[src/rtl/fetch_pkg.sv]
// Shared types and constants for the instruction fetch unit.
package fetch_pkg;

   typedef enum logic [2:0] {
      ST_IDLE    = 3'd0,
      ST_REQ     = 3'd1,
      ST_HOLD    = 3'd2,
      ST_DISCARD = 3'd3,
      ST_FAULT   = 3'd4
   } fetch_state_t;

   localparam logic [3:0]  FETCH_WSTRB_READ = 4'b0000;
   localparam logic [31:0] INST_NOP         = 32'h0000_0013;

   // True when a byte address is not on a 32-bit word boundary.
   function automatic logic addr_misaligned(input logic [31:0] addr);
      return addr[1:0] != 2'b00;
   endfunction

endpackage

[src/rtl/instr_fetch_unit.sv]
// Instruction fetch master: holds the PC, issues one BRAM word read at a
// time and hands each word to decode over a valid/ready handshake.
// Optional feature macro: FETCH_MISALIGN_CHECK_EN (misaligned redirect
// traps into a sticky fault state; otherwise redirect_pc[1:0] is ignored).
//
// state   | meaning
// --------+------------------------------------------------------------
// IDLE    | bus idle for one cycle, next edge launches a request at pc
// REQ     | request at pc outstanding, waiting for mem_ready
// HOLD    | fetched word presented to decode, waiting for inst_ready
// DISCARD | redirected while a request was in flight; drain and drop it
// FAULT   | misaligned redirect seen; fetch stopped until reset
import fetch_pkg::*;

module instr_fetch_unit #(
   parameter logic [31:0] RESET_PC = 32'h0000_0000,
   parameter logic [31:0] PC_STEP  = 32'd4
) (
   input  logic        clk,
   input  logic        reset,
   output logic        mem_valid,
   input  logic        mem_ready,
   output logic [31:0] mem_addr,
   output logic [31:0] mem_wdata,
   output logic [3:0]  mem_wstrb,
   input  logic [31:0] mem_rdata,
   input  logic        redirect_valid,
   input  logic [31:0] redirect_pc,
   output logic        inst_valid,
   input  logic        inst_ready,
   output logic [31:0] inst_data,
   output logic [31:0] inst_pc,
   output logic        fetch_fault
);

   fetch_state_t state_q, state_d;
   logic [31:0]  pc_q, pc_d;
   logic         mem_valid_q, mem_valid_d;
   logic [31:0]  mem_addr_q, mem_addr_d;
   logic         inst_valid_q, inst_valid_d;
   logic [31:0]  inst_data_q, inst_data_d;
   logic [31:0]  inst_pc_q, inst_pc_d;
   logic         fault_q, fault_d;
   logic         fault_pend_q, fault_pend_d;

   logic [31:0]  redir_pc;
   logic         redir_bad;
   logic [31:0]  pc_next_seq;
   logic [31:0]  drain_pc;
   logic         drain_pend;

`ifdef FETCH_MISALIGN_CHECK_EN
   assign redir_pc  = redirect_pc;
   assign redir_bad = addr_misaligned(redirect_pc);
`else
   // Low address bits are dropped so every redirect lands on a word.
   logic unused_redir_lsb;
   assign redir_pc         = {redirect_pc[31:2], 2'b00};
   assign redir_bad        = 1'b0;
   assign unused_redir_lsb = ^redirect_pc[1:0];
`endif

   // Address arithmetic wraps modulo 2^32 by construction.
   assign pc_next_seq = pc_q + PC_STEP;

   // Next-state decode: redirects take priority over every other event.
   always_comb begin
      state_d      = state_q;
      pc_d         = pc_q;
      mem_valid_d  = mem_valid_q;
      mem_addr_d   = mem_addr_q;
      inst_valid_d = inst_valid_q;
      inst_data_d  = inst_data_q;
      inst_pc_d    = inst_pc_q;
      fault_d      = fault_q;
      fault_pend_d = fault_pend_q;
      drain_pc     = pc_q;
      drain_pend   = fault_pend_q;

      case (state_q)
         ST_IDLE: begin
            if (redirect_valid && redir_bad) begin
               state_d = ST_FAULT;
               fault_d = 1'b1;
            end else if (redirect_valid) begin
               pc_d        = redir_pc;
               mem_valid_d = 1'b1;
               mem_addr_d  = redir_pc;
               state_d     = ST_REQ;
            end else begin
               mem_valid_d = 1'b1;
               mem_addr_d  = pc_q;
               state_d     = ST_REQ;
            end
         end

         ST_REQ: begin
            if (mem_ready) begin
               mem_valid_d = 1'b0;
               if (redirect_valid && redir_bad) begin
                  state_d = ST_FAULT;
                  fault_d = 1'b1;
               end else if (redirect_valid) begin
                  // Word for the old path is dropped; relaunch after one idle bus cycle.
                  pc_d    = redir_pc;
                  state_d = ST_IDLE;
               end else begin
                  inst_valid_d = 1'b1;
                  inst_data_d  = mem_rdata;
                  inst_pc_d    = pc_q;
                  state_d      = ST_HOLD;
               end
            end else if (redirect_valid) begin
               // The bus request cannot be withdrawn, so remember where to go next.
               fault_pend_d = redir_bad;
               if (!redir_bad) begin
                  pc_d = redir_pc;
               end
               state_d = ST_DISCARD;
            end
         end

         ST_HOLD: begin
            if (redirect_valid) begin
               inst_valid_d = 1'b0;
               if (redir_bad) begin
                  state_d = ST_FAULT;
                  fault_d = 1'b1;
               end else begin
                  pc_d        = redir_pc;
                  mem_valid_d = 1'b1;
                  mem_addr_d  = redir_pc;
                  state_d     = ST_REQ;
               end
            end else if (inst_ready) begin
               inst_valid_d = 1'b0;
               pc_d         = pc_next_seq;
               mem_valid_d  = 1'b1;
               mem_addr_d   = pc_next_seq;
               state_d      = ST_REQ;
            end
         end

         ST_DISCARD: begin
            if (redirect_valid) begin
               drain_pend = redir_bad;
               if (!redir_bad) begin
                  drain_pc = redir_pc;
               end
            end
            pc_d         = drain_pc;
            fault_pend_d = drain_pend;
            if (mem_ready) begin
               mem_valid_d  = 1'b0;
               fault_pend_d = 1'b0;
               if (drain_pend) begin
                  state_d = ST_FAULT;
                  fault_d = 1'b1;
               end else begin
                  state_d = ST_IDLE;
               end
            end
         end

         ST_FAULT: begin
            mem_valid_d  = 1'b0;
            inst_valid_d = 1'b0;
         end

         default: begin
            state_d      = ST_IDLE;
            mem_valid_d  = 1'b0;
            inst_valid_d = 1'b0;
         end
      endcase
   end

   // State and output registers; every output comes straight from a flop.
   always_ff @(posedge clk or posedge reset) begin
      if (reset) begin
         state_q      <= ST_IDLE;
         pc_q         <= RESET_PC;
         mem_valid_q  <= 1'b0;
         mem_addr_q   <= RESET_PC;
         inst_valid_q <= 1'b0;
         inst_data_q  <= 32'h0;
         inst_pc_q    <= 32'h0;
         fault_q      <= 1'b0;
         fault_pend_q <= 1'b0;
      end else begin
         state_q      <= state_d;
         pc_q         <= pc_d;
         mem_valid_q  <= mem_valid_d;
         mem_addr_q   <= mem_addr_d;
         inst_valid_q <= inst_valid_d;
         inst_data_q  <= inst_data_d;
         inst_pc_q    <= inst_pc_d;
         fault_q      <= fault_d;
         fault_pend_q <= fault_pend_d;
      end
   end

   assign mem_valid   = mem_valid_q;
   assign mem_addr    = mem_addr_q;
   assign mem_wdata   = 32'h0;
   assign mem_wstrb   = FETCH_WSTRB_READ;
   assign inst_valid  = inst_valid_q;
   assign inst_data   = inst_data_q;
   assign inst_pc     = inst_pc_q;
   assign fetch_fault = fault_q;

endmodule

[config.mk]
export PLATFORM = sky130hd
export DESIGN_NAME = instr_fetch_unit
export DESIGN_NICKNAME = d
export VERILOG_FILES = /design/src/rtl/fetch_pkg.sv /design/src/rtl/instr_fetch_unit.sv
export SDC_FILE = /design/constraint.sdc
export NUM_CORES = 1
export LEC_CHECK = 0
export CELL_PAD_IN_SITES_DETAIL_PLACEMENT = 0
export CELL_PAD_IN_SITES_GLOBAL_PLACEMENT = 2
export CORE_MARGIN = 2
export CORE_UTILIZATION = 26
export CTS_CLUSTER_SIZE = 16
export DETAILED_ROUTE_END_ITERATION = 12
export PLACE_DENSITY_LB_ADDON = 0.15
export SETUP_SLACK_MARGIN = 0.4
export SLEW_MARGIN = 20
export SYNTH_ARGS = -nofsm -noshare
export SYNTH_HDL_FRONTEND = slang
export SYNTH_SLANG_ARGS = --single-unit
[constraint.sdc]
create_clock -name clk -period 4.57 [get_ports clk]
set_clock_uncertainty 0.15 [all_clocks]
set_input_delay 0.914 -clock clk [delete_from_list [all_inputs] [get_ports clk]]
set_output_delay 0.914 -clock clk [all_outputs]
set_load 0.1 [all_outputs]
Word level (Yosys, flattened, before mapping) --
Index checks and enable logic that the tools add are counted.
Operators by class: muxes and demuxes 27, equality and inequality tests 11, bitwise gates (word level) 3, add/subtract/negate cells 1, reductions and logical operators 15
Operators with widths (count):
- $pmux 32 s2 | 2
- $mux 32 | 3
- $add 32x3->32 const B | 1
- $mux 3 | 6
- $pmux 3 s5 | 1
- $mux 1 | 11
- $ne 2x2->1 const B | 4
- $reduce_and 2->1 | 4
- $reduce_and 4->1 | 2
- $eq 3x2->1 const B | 2
- $ne 3x3->1 const B | 2
- $pmux 1 s3 | 2
- $reduce_and 3->1 | 2
- $reduce_bool 2->1 | 3
- $reduce_or 2->1 | 2
- $eq 3x1->1 const B | 1
- $eq 3x3->1 const B | 1
- $logic_not 3->1 | 1
- $not 1->1 | 3
- $reduce_or 3->1 | 1
- $mux 2 | 1
- $ne 2x1->1 const B | 1
- $pmux 1 s2 | 1
Word-level totals: logic and storage cells 66, input port bits 69, bits in registers 135

Longest topological paths before layout --
Gate-level depths: netlist of run 1.
word-level depth 5, depth in mapped cells 8, mapped depth without buffers 6

Least setup slack after synthesis of run 1 --
Ideal clock, no wire load.
path kind input to register, from input port mem_ready, to register inst_data_q[0], in the netlist inst_data[0], buffers on the path 2, required time 4294 ps, data arrival time 2148 ps, slack 2146 ps, cell stages on the path 6, setup time 126 ps, path through nor2b_1 nor2b_1 nand2_1 clkbuf_1 buf_2 mux2_2
On the way: word-level cells in the longest chain between the ends 1
Ends and longest elaborated chain:
- from (decl) | RTL line instr_fetch_unit.sv:22 | input logic mem_ready,
- $reduce_and 3->1 (no source line)
- to (signal assigned) | RTL line instr_fetch_unit.sv:196 | inst_data_q <= inst_data_d;
- to (decl) | RTL line instr_fetch_unit.sv:41 | logic [31:0] inst_data_q, inst_data_d;
Every way passes these cells. A chain may end at the register's enable or synchronous reset.

Worst setup path after layout of run 1 --
from input port inst_ready, to register mem_addr_q[30], in the netlist mem_addr[30]
On the way: word-level cells in the longest chain between the ends 2
Ends and longest elaborated chain:
- from (decl) | RTL line instr_fetch_unit.sv:30 | input logic inst_ready,
- $ne 3x3->1 (no source line)
- $reduce_and 2->1 (no source line)
- to (signal assigned) | RTL line instr_fetch_unit.sv:194 | mem_addr_q <= mem_addr_d;
- to (decl) | RTL line instr_fetch_unit.sv:39 | logic [31:0] mem_addr_q, mem_addr_d;
Every way passes these cells.

==> impl_metrics.csv, run 1 <==
group,metric,value,unit
synth,ys_top_cells_by_count,"dfrtp_1 (135), nand2_1 (71), mux2_2 (63), o21ai_0 (51), buf_4 (36)",
synth,synth-xor-area-share,2.097,%
placed_design,place_ws,1022,ps
pwr,powerDensity,643.5,nW/µm²
floorplanning,design.die.area,28650,µm²
timing,period_minus_slack,3108,ps
run_status,status,"completed",
final_layout,instances_no_fill,1206,
floorplanning,row_count,60,
floorplanning,die_w,169.3,µm
timing,hold_viol,0,
synth,yosys.area_share.simple,18.04,%
timing,grt_setup_unrepaired,"false",
clock_tree,clk_latency,430,ps
route,routed_wl,23.41,mm
timing,whs,322.5,ps
route,drc,0,
placed_design,placed_cells,1174,
clock_tree,cts-root-buf,"clkbuf_16",
placed_design,io_buffers,165,
grt,grtUsageMet2,26.12,%
placed_design,dp_hpwl,15.95,mm
floorplanning,start_util,26.42,%
grt,globalRouteOverflowTotal,0,
synth,synthAdderAreaFrac,0.1762,%
synth,synthFlopType,"dfrtp_1",
final_layout,syn2layout_area_growth,34.28,%
grt,antenna_found_initial,0,
synth,synth.top_cell.area_share,47.57,%
clock_tree,clkTransAtPathRegs,60,ps
route,wl_per_cell,19.41,µm
worst_setup_path,cp.required,4720,ps
synth,ys_types,60,
worst_setup_path,crit_arrival,3260,ps
timing,fin_ws,1462,ps
worst_setup_path,worstReg2RegStart,"pc_q[2]",
timing,final.setup.tns,0,ps
final_layout,fin_nets,922,
grt,grt_usage,16.46,%
final_layout,fin_util,35.48,%
route,vias,5991,
worst_setup_path,crit_fanout,18,
grt,grt_pass1_vias,5997,
hold_path,holdCritStartpoint,"mem_addr[1]",
floorplanning,dieHeight,169.3,µm
clock_tree,cts_tree,"done",
hold_path,hp-class,"reg2reg",
floorplanning,io_pins,204,
route,via_per_inst,4.968,
synth,netlist_area,7102,µm²
floorplanning,core-area,26880,µm²
route,ant_nets,0,
clock_tree,clockBufferDepth,2,
placed_design,place_area,8946,µm²
synth,yosysSeqAreaShare,47.57,%
placed_design,gp_congestion,0.7984,
route,dr.pass1.iters,5,
grt,grt_util_met1,22.79,%
synth,synth_compound_area_share,13.72,%
synth,yosysTopAreaCell,"dfrtp_1",
synth,async_flop_share,100.0,%
synth,synth_cells,708,
timing,tightest_slew,1046,ps
pwr,power.total,6.137,mW
route,first_iter_violations,359,
synth,synth_top_family_by_area,"simple AND/OR/NAND/NOR gates",
timing,max_slew_margin,30.07,%
synth,synth_edf_count,0,
worst_setup_path,critPathLaunchType,"primary input",
clock_tree,cts_max_level,4,
final_layout,drive_above_1_share,14.22,%
clock_tree,hold_buffers,0,
timing,clock.fmax,0.3217,GHz
final_layout,fin_area,9537,µm²
grt,grt_util_met3,3.941,%
job,drv_cap,0,
final_layout,diodes,0,
synth,synthMuxAreaShare,11.12,%
synth,ys_ff_latch,135,
clock_tree,cts.sinks,135,
clock_tree,cts.repair.resized,0,
pwr,p_leak,3.837,nW
clock_tree,post_cts_buffers,0,
worst_setup_path,cp-startpoint,"inst_ready",
synth,yosysMostFrequentCell,"dfrtp_1",
clock_tree,cts_buffers,17,
grt,busiest_layer,"met2",
synth,ys_warn_count,0,
timing,setup_viol,0,
synth,synthTopCellsByArea,"dfrtp_1 (48%), mux2_2 (10%), buf_4 (3.8%)",
pwr,peakVddDrop,0.3477,mV
grt,grt_max_degree,136,
grt,grt_pass1_wl,36.05,mm
worst_setup_path,crit_type,"in2reg",
timing,period_share,68.01,%
synth,avgSynthCellArea,10.03,µm²
worst_setup_path,end_kind,"flop",
timing,slew_viol_final,0,
layout by cell type (no fill, tap or decap), types with 17 or more instances in the layout:
master	n
a21oi_1	26
clkbuf_16	17
clkdlybuf4s50_1	164
conb_1	36
dfrtp_1	135
mux2_2	63
nand2_1	70
nand3_1	25
nor2_1	26
o211ai_1	18
o21ai_0	51
final timing paths:
kind / slack [ps] / to / cells past startpoint
max reg2reg: 1920 / pc_q[24] / 6
min: 320 / mem_addr[1] / 2
min reg2reg: 320 / mem_addr[1] / 2
min in group asynchronous: 840 / inst_data[5] / 3
max: 1460 / mem_addr[30] / 6
max in group asynchronous: 2710 / pc_q[6] / 3
state kept, by name, indices dropped and copies added (netlist names):
name / count
fetch_fault: 1
mem_valid: 1
pc_q: 32
state_q: 3
inst_data: 32
inst_pc: 32
mem_addr: 32
inst_valid: 1
fault_pend_q: 1
logic make-up (layout without fill, tap and decap cells):
| family | after synthesis | after routing |
|---|---|---|
| AO/OA/AOI/OAI | 152 | 152 |
| flip-flops | 135 | 135 |
| multiplexers | 71 | 71 |
| other | 1 | 36 |
| AND/OR/NAND/NOR | 236 | 236 |
| adder cells (fa/ha/maj) | 1 | 1 |
| XOR/XNOR | 17 | 17 |
| buffers and inverters | 95 | 217 |
per-layer routing:
metal / vias to the layer above / share of wire (%)
met5: - / 0
met4: 0 / 1.0
met3: 21 / 5.0
met2: 166 / 47
met1: 3019 / 46
li1: 2785 / -
worst max-delay path, stage by stage:
cell and delay, ps:
clkdlybuf4s50_1 510, nor2_1 490, a211o_1 710, nor2_1 320
o211ai_1 200, nand3_1 100
report_power, final:
part | leakage, nW | total (mW) | switching [mW] | internal (mW)
Combinational | 1.93 | 3.04 | 2.35 | 0.691
Sequential | 1.63 | 1.68 | 0.208 | 1.47
Clock | 0.279 | 1.42 | 0.603 | 0.818
area by class of cell:
cell class / count / area (µm²)
Fill cell: 2757 / 17340
Sequential cell: 135 / 3378
Multi-Input combinational cell: 513 / 3354
Timing Repair Buffer: 178 / 1757
Clock buffer: 18 / 429.2
Tap cell: 341 / 426.7
Clock inverter: 14 / 161.4
Inverter: 7 / 30.03
No activity file was read; power rests on OpenSTA's default activity.
==> run 2: changes to the inputs <==
==> constraint.sdc (replaced) <==
create_clock -name clk -period 2.8 [get_ports clk]
set_clock_uncertainty 0.15 [all_clocks]
set_input_delay 0.56 -clock clk [delete_from_list [all_inputs] [get_ports clk]]
set_output_delay 0.56 -clock clk [all_outputs]
set_load 0.1 [all_outputs]
==> impl_metrics.csv, run 2 (synthesis results as in run 1) <==
group,metric,value,unit
timing,tightest_slew,587.1,ps
pwr,p_leak,4.110,nW
timing,setup_viol,0,
final_layout,final_common_cell,"buf_4",
job,drv_cap,0,
hold_path,holdCritStartpoint,"mem_addr[4]",
grt,grt_pass1_vias,6148,
timing,slew_viol_final,0,
hold_path,hp-class,"reg2reg",
grt,grt_usage,16.56,%
final_layout,instances_no_fill,1236,
placed_design,io_buffers,165,
route,wl_per_cell,18.93,µm
route,via_per_inst,4.867,
grt,antenna_found_initial,0,
run_status,status,"completed",
floorplanning,design.die.area,28650,µm²
clock_tree,cts.sinks,135,
pwr,powerDensity,1036,nW/µm²
worst_setup_path,crit_arrival,2430,ps
pwr,switching_power,5.171,mW
floorplanning,core-area,26880,µm²
clock_tree,clkTransAtPathRegs,70,ps
final_layout,fin_area,9579,µm²
clock_tree,cts_tree,"done",
final_layout,fin_nets,952,
pwr,power.total,9.928,mW
floorplanning,start_util,26.42,%
pwr,peakVddDrop,0.4678,mV
floorplanning,io_pins,204,
clock_tree,clockBufferDepth,2,
route,vias,6016,
pwr,power_frac_clock,23.4,%
final_layout,drive_above_1_share,28.94,%
grt,grt_max_degree,67,
final_layout,seq_area,3382,µm²
placed_design,gp_congestion,0.8097,
placed_design,placed_cells,1203,
clock_tree,clk_latency,420,ps
timing,period_minus_slack,2242,ps
clock_tree,cts_buffers,17,
worst_setup_path,end_kind,"flop",
route,routed_wl,23.40,mm
worst_setup_path,cp-startpoint,"state_q[2]",
timing,clock.fmax,0.4461,GHz
clock_tree,cts-root-buf,"clkbuf_16",
timing,hold_viol,0,
final_layout,mostFrequentLayoutCells,"buf_4 (138), dfrtp_1 (132), nand2_1 (70), clkdlybuf4s50_1 (65), mux2_2 (63)",
final_layout,syn2layout_area_growth,34.88,%
route,dr.pass1.iters,7,
worst_setup_path,r2r_setup_slack,560,ps
worst_setup_path,crit_fanout,13,
route,first_iter_violations,401,
worst_setup_path,worstReg2RegStart,"state_q[2]",
pwr,p_int,4.757,mW
placed_design,place_ws,163.7,ps
floorplanning,dieHeight,169.3,µm
timing,final.setup.tns,0,ps
final_layout,multi_input_area,3376,µm²
timing,max_slew_margin,60.50,%
timing,fin_ws,558.4,ps
placed_design,dp_hpwl,17.06,mm
pwr,sequentialPowerShare,27.4,%
worst_setup_path,critPathLaunchType,"flop",
final_layout,diodes,0,
worst_setup_path,crit_type,"reg2reg",
grt,globalRouteOverflowTotal,0,
worst_setup_path,cp.required,2990,ps
final_layout,n_fill_cell,2735,
route,drc,0,
grt,grt_pass1_wl,36.46,mm
timing,grt_setup_unrepaired,"false",
placed_design,place_area,8954,µm²
floorplanning,die_w,169.3,µm
route,ant_nets,0,
pwr,pwr-share-comb,49.2,%
timing,period_share,80.06,%
clock_tree,cts_max_level,4,
floorplanning,row_count,60,
pwr,switching_share,52.08,%
run 2: worst max-delay path, stage by stage, from the launching register on:
cell and delay, ps:
dfrtp_1 550, or3b_4 540, nor4_2 400, xnor2_1 230
mux2i_1 110, o21ai_0 170
run 2: power by group through the flow:
stage	registers [mW]	logic [mW]	clock network, mW
5_1_grt	2.80	5.04	2.47
4_1_cts	2.73	4.92	2.40
6_report	2.72	4.88	2.32
3_5_place_dp	2.76	4.91	0
2_1_floorplan	5.62	0.941	0
3_3_place_gp	2.74	4.89	0
run 2: metrics by stage:
| step | hold WS [ps] | utilization (%) |
|---|---|---|
| after global routing | 356.9 | 35.64 |
| after CTS | 332.4 | 35.56 |
| after global placement | 310.8 | 33.31 |
| final | 328.0 | 35.64 |
| after floorplan | 320.1 | - |
| after detailed placement | 314.9 | 33.31 |
run 2: worst paths after layout:
kind	end	cells past startpoint
max in group asynchronous	pc_q[4]	3
hold reg to reg	mem_addr[4]	2
min in group asynchronous	inst_data[12]	2
hold / removal	mem_addr[4]	2
setup / recovery	mem_addr[12]	5
setup reg to reg	mem_addr[12]	5
run 2: timing repair:
action,4_1_cts,5_1_grt
endpoints found under the setup margin,1,11
resized for setup,2,6
pin swaps,0,1
setup buffers,0,1
hold buffers,0,0
run 2: per-layer routing:
| metal | GRT usage [%] | part of all wire, % | up-vias |
|---|---|---|---|
| met4 | 4.571 | 1.1 | 0 |
| met2 | 26.99 | 48 | 156 |
| li1 | - | - | 2839 |
| met5 | 0 | 0 | - |
| met3 | 2.775 | 4.7 | 13 |
| met1 | 22.74 | 46 | 3008 |
run 2: final cells by class:
cell class                      instances  share of cell area [%]
Clock buffer                           18                   4.480
Clock inverter                         14                   1.711
Inverter                                7                  0.3135
Multi-Input combinational cell        513                   35.24
Sequential cell                       135                   35.31
Tap cell                              341                   4.454
Timing Repair Buffer                  208                   18.50
==> run 3: changes to the inputs <==
--- a/config.mk
+++ b/config.mk
@@ -8,7 +8,7 @@
 export CELL_PAD_IN_SITES_DETAIL_PLACEMENT = 0
 export CELL_PAD_IN_SITES_GLOBAL_PLACEMENT = 2
 export CORE_MARGIN = 2
-export CORE_UTILIZATION = 26
+export CORE_UTILIZATION = 29
 export CTS_CLUSTER_SIZE = 16
 export DETAILED_ROUTE_END_ITERATION = 12
 export PLACE_DENSITY_LB_ADDON = 0.15
==> constraint.sdc (replaced) <==
create_clock -name clk -period 2.35 [get_ports clk]
set_clock_uncertainty 0.15 [all_clocks]
set_input_delay 0.47 -clock clk [delete_from_list [all_inputs] [get_ports clk]]
set_output_delay 0.47 -clock clk [all_outputs]
set_load 0.1 [all_outputs]
==> impl_metrics.csv, run 3 (synthesis results as in run 1) <==
group,metric,value,unit
grt,grt_max_degree,53,
timing,max_slew_margin,66.87,%
placed_design,io_buffers,165,
worst_setup_path,critPathLaunchType,"flop",
clock_tree,hold_buffers,0,
worst_setup_path,crit_type,"reg2reg",
pwr,powerDensity,1158,nW/µm²
grt,globalRouteOverflowTotal,0,
clock_tree,clkTransAtPathRegs,60,ps
floorplanning,io_pins,204,
grt,busiest_layer,"met2",
placed_design,dp_hpwl,16.84,mm
final_layout,syn2layout_area_growth,48.64,%
final_layout,mostFrequentLayoutCells,"buf_4 (187), dfrtp_1 (125), nand2_1 (68), clkdlybuf4s50_1 (64), mux2_2 (63)",
worst_setup_path,worstReg2RegStart,"state_q[0]",
worst_setup_path,r2r_setup_slack,370,ps
timing,hold_viol,0,
hold_path,hp-class,"in2async",
pwr,p_int,6.035,mW
clock_tree,clockBufferDepth,2,
pwr,power_frac_clock,24.3,%
route,drc,0,
worst_setup_path,rr_endpoint,"pc_q[22]",
job,drv_cap,0,
worst_setup_path,cp.required,2530,ps
timing,grt_setup_unrepaired,"true",
pwr,sequentialPowerShare,26.3,%
clock_tree,cts_buffers,17,
clock_tree,cts-root-buf,"clkbuf_16",
route,via_per_inst,4.887,
pwr,pwr-share-comb,49.4,%
floorplanning,core-area,24180,µm²
pwr,p_leak,4.614,nW
final_layout,diodes,0,
floorplanning,die_w,160.5,µm
final_layout,instances_no_fill,1290,
timing,whs,178.4,ps
worst_setup_path,crit_fanout,5,
route,vias,6304,
pwr,switching_power,6.193,mW
floorplanning,design.die.area,25760,µm²
worst_setup_path,end_kind,"flop",
grt,grt_pass1_vias,6385,
placed_design,placed_cells,1222,
pwr,peakVddDrop,0.5450,mV
final_layout,final_common_cell,"buf_4",
timing,period_minus_slack,1981,ps
final_layout,fin_nets,1023,
grt,grt_pass1_wl,36.30,mm
clock_tree,cts_max_level,4,
timing,setup_viol,0,
grt,grtUsageMet2,28.74,%
route,ant_nets,0,
timing,clock.fmax,0.5047,GHz
floorplanning,dieHeight,160.5,µm
grt,grt_usage,18.06,%
pwr,switching_share,50.65,%
route,wl_per_cell,18.42,µm
route,first_iter_violations,311,
grt,antenna_found_initial,0,
route,routed_wl,23.77,mm
worst_setup_path,reg2reg_depth,6,
worst_setup_path,crit_arrival,2160,ps
timing,tightest_slew,492.4,ps
route,dr.pass1.iters,4,
clock_tree,cts.sinks,135,
timing,slew_viol_final,0,
final_layout,fin_util,43.66,%
run_status,status,"completed",
floorplanning,start_util,29.37,%
placed_design,gp_congestion,0.8335,
clock_tree,clk_latency,440,ps
clock_tree,cts_tree,"done",
timing,period_share,84.32,%
grt,grt_util_met3,3.616,%
final_layout,drive_above_1_share,39.13,%
floorplanning,row_count,57,
grt,grt_util_met1,24.68,%
run 3: changes by cell type in the layout (fill, tap and decap cells not counted), moves of 4 or more:
cell,previous run,this run
o21ai_0,51,43
o31ai_1,7,2
o21ai_1,1,9
buf_4,138,187
nor4_1,6,2
dfrtp_2,3,10
dfrtp_1,132,125
buf_6,0,14
o31ai_2,0,4
run 3: power by group through the flow:
stage / registers (mW) / logic [mW] / clock network, mW
after detailed placement: 3.26 / 5.91 / 0
after global placement: 3.23 / 5.89 / 0
final: 3.21 / 6.05 / 2.97
after CTS: 3.22 / 6.00 / 3.05
after floorplan: 6.70 / 1.12 / 0
after global routing: 3.29 / 6.25 / 3.15
run 3: metrics by stage:
| step | total power, mW | setup TNS [ps] | cell area [µm²] | setup slack [ps] |
|---|---|---|---|---|
| final | 12.23 | 0 | 10560 | 368.5 |
| after global routing | 12.69 | 0 | 10560 | 292.2 |
| after CTS | 12.27 | 0 | 10170 | 318.9 |
| after detailed placement | 9.174 | -1908 | 9225 | -160.5 |
| after global placement | 9.125 | -1697 | 9225 | -121.5 |
| after floorplan | 7.821 | 0 | 7242 | 50.84 |
run 3: worst max path at each step:
stage | to | depth (start not counted) | startpoint
after floorplan | fault_pend_q | 1 | reset
after global placement | pc_q[6] | 5 | inst_ready
after detailed placement | pc_q[7] | 5 | inst_ready
after CTS | pc_q[24] | 6 | pc_q[3]
after global routing | pc_q[19] | 7 | state_q[1]
final | pc_q[22] | 6 | state_q[0]
run 3: worst max-delay path: stages (launching register included):
cell and delay (ps):
dfrtp_1 430, buf_6 150, nand3b_1 190, buf_6 150, or4_4 470, o2bb2a_4 210, o211ai_1 150
run 3: final cells by class:
| class | count | area, µm² |
|---|---|---|
| clock inverters | 14 | 215.2 |
| repair buffers | 279 | 2451 |
| inverters | 7 | 30.03 |
| clock buffers | 18 | 429.2 |
| fillers | 2342 | 13620 |
| flip-flops and latches | 135 | 3391 |
| multi-input cells | 513 | 3635 |
| well taps | 324 | 405.4 |
run 3: timing repair:
action	in CTS	in global routing
setup endpoints to repair	84	105
setup buffers	18	15
hold endpoints to repair	0	0
gates resized for setup	46	58
gates cloned	0	3
pin swaps	13	20
run 3: per-layer routing:
layer,share of wire (%),up-vias
li1,-,2989
met3,5.1,20
met5,0,-
met4,1.4,0
met1,45,3104
met2,48,191
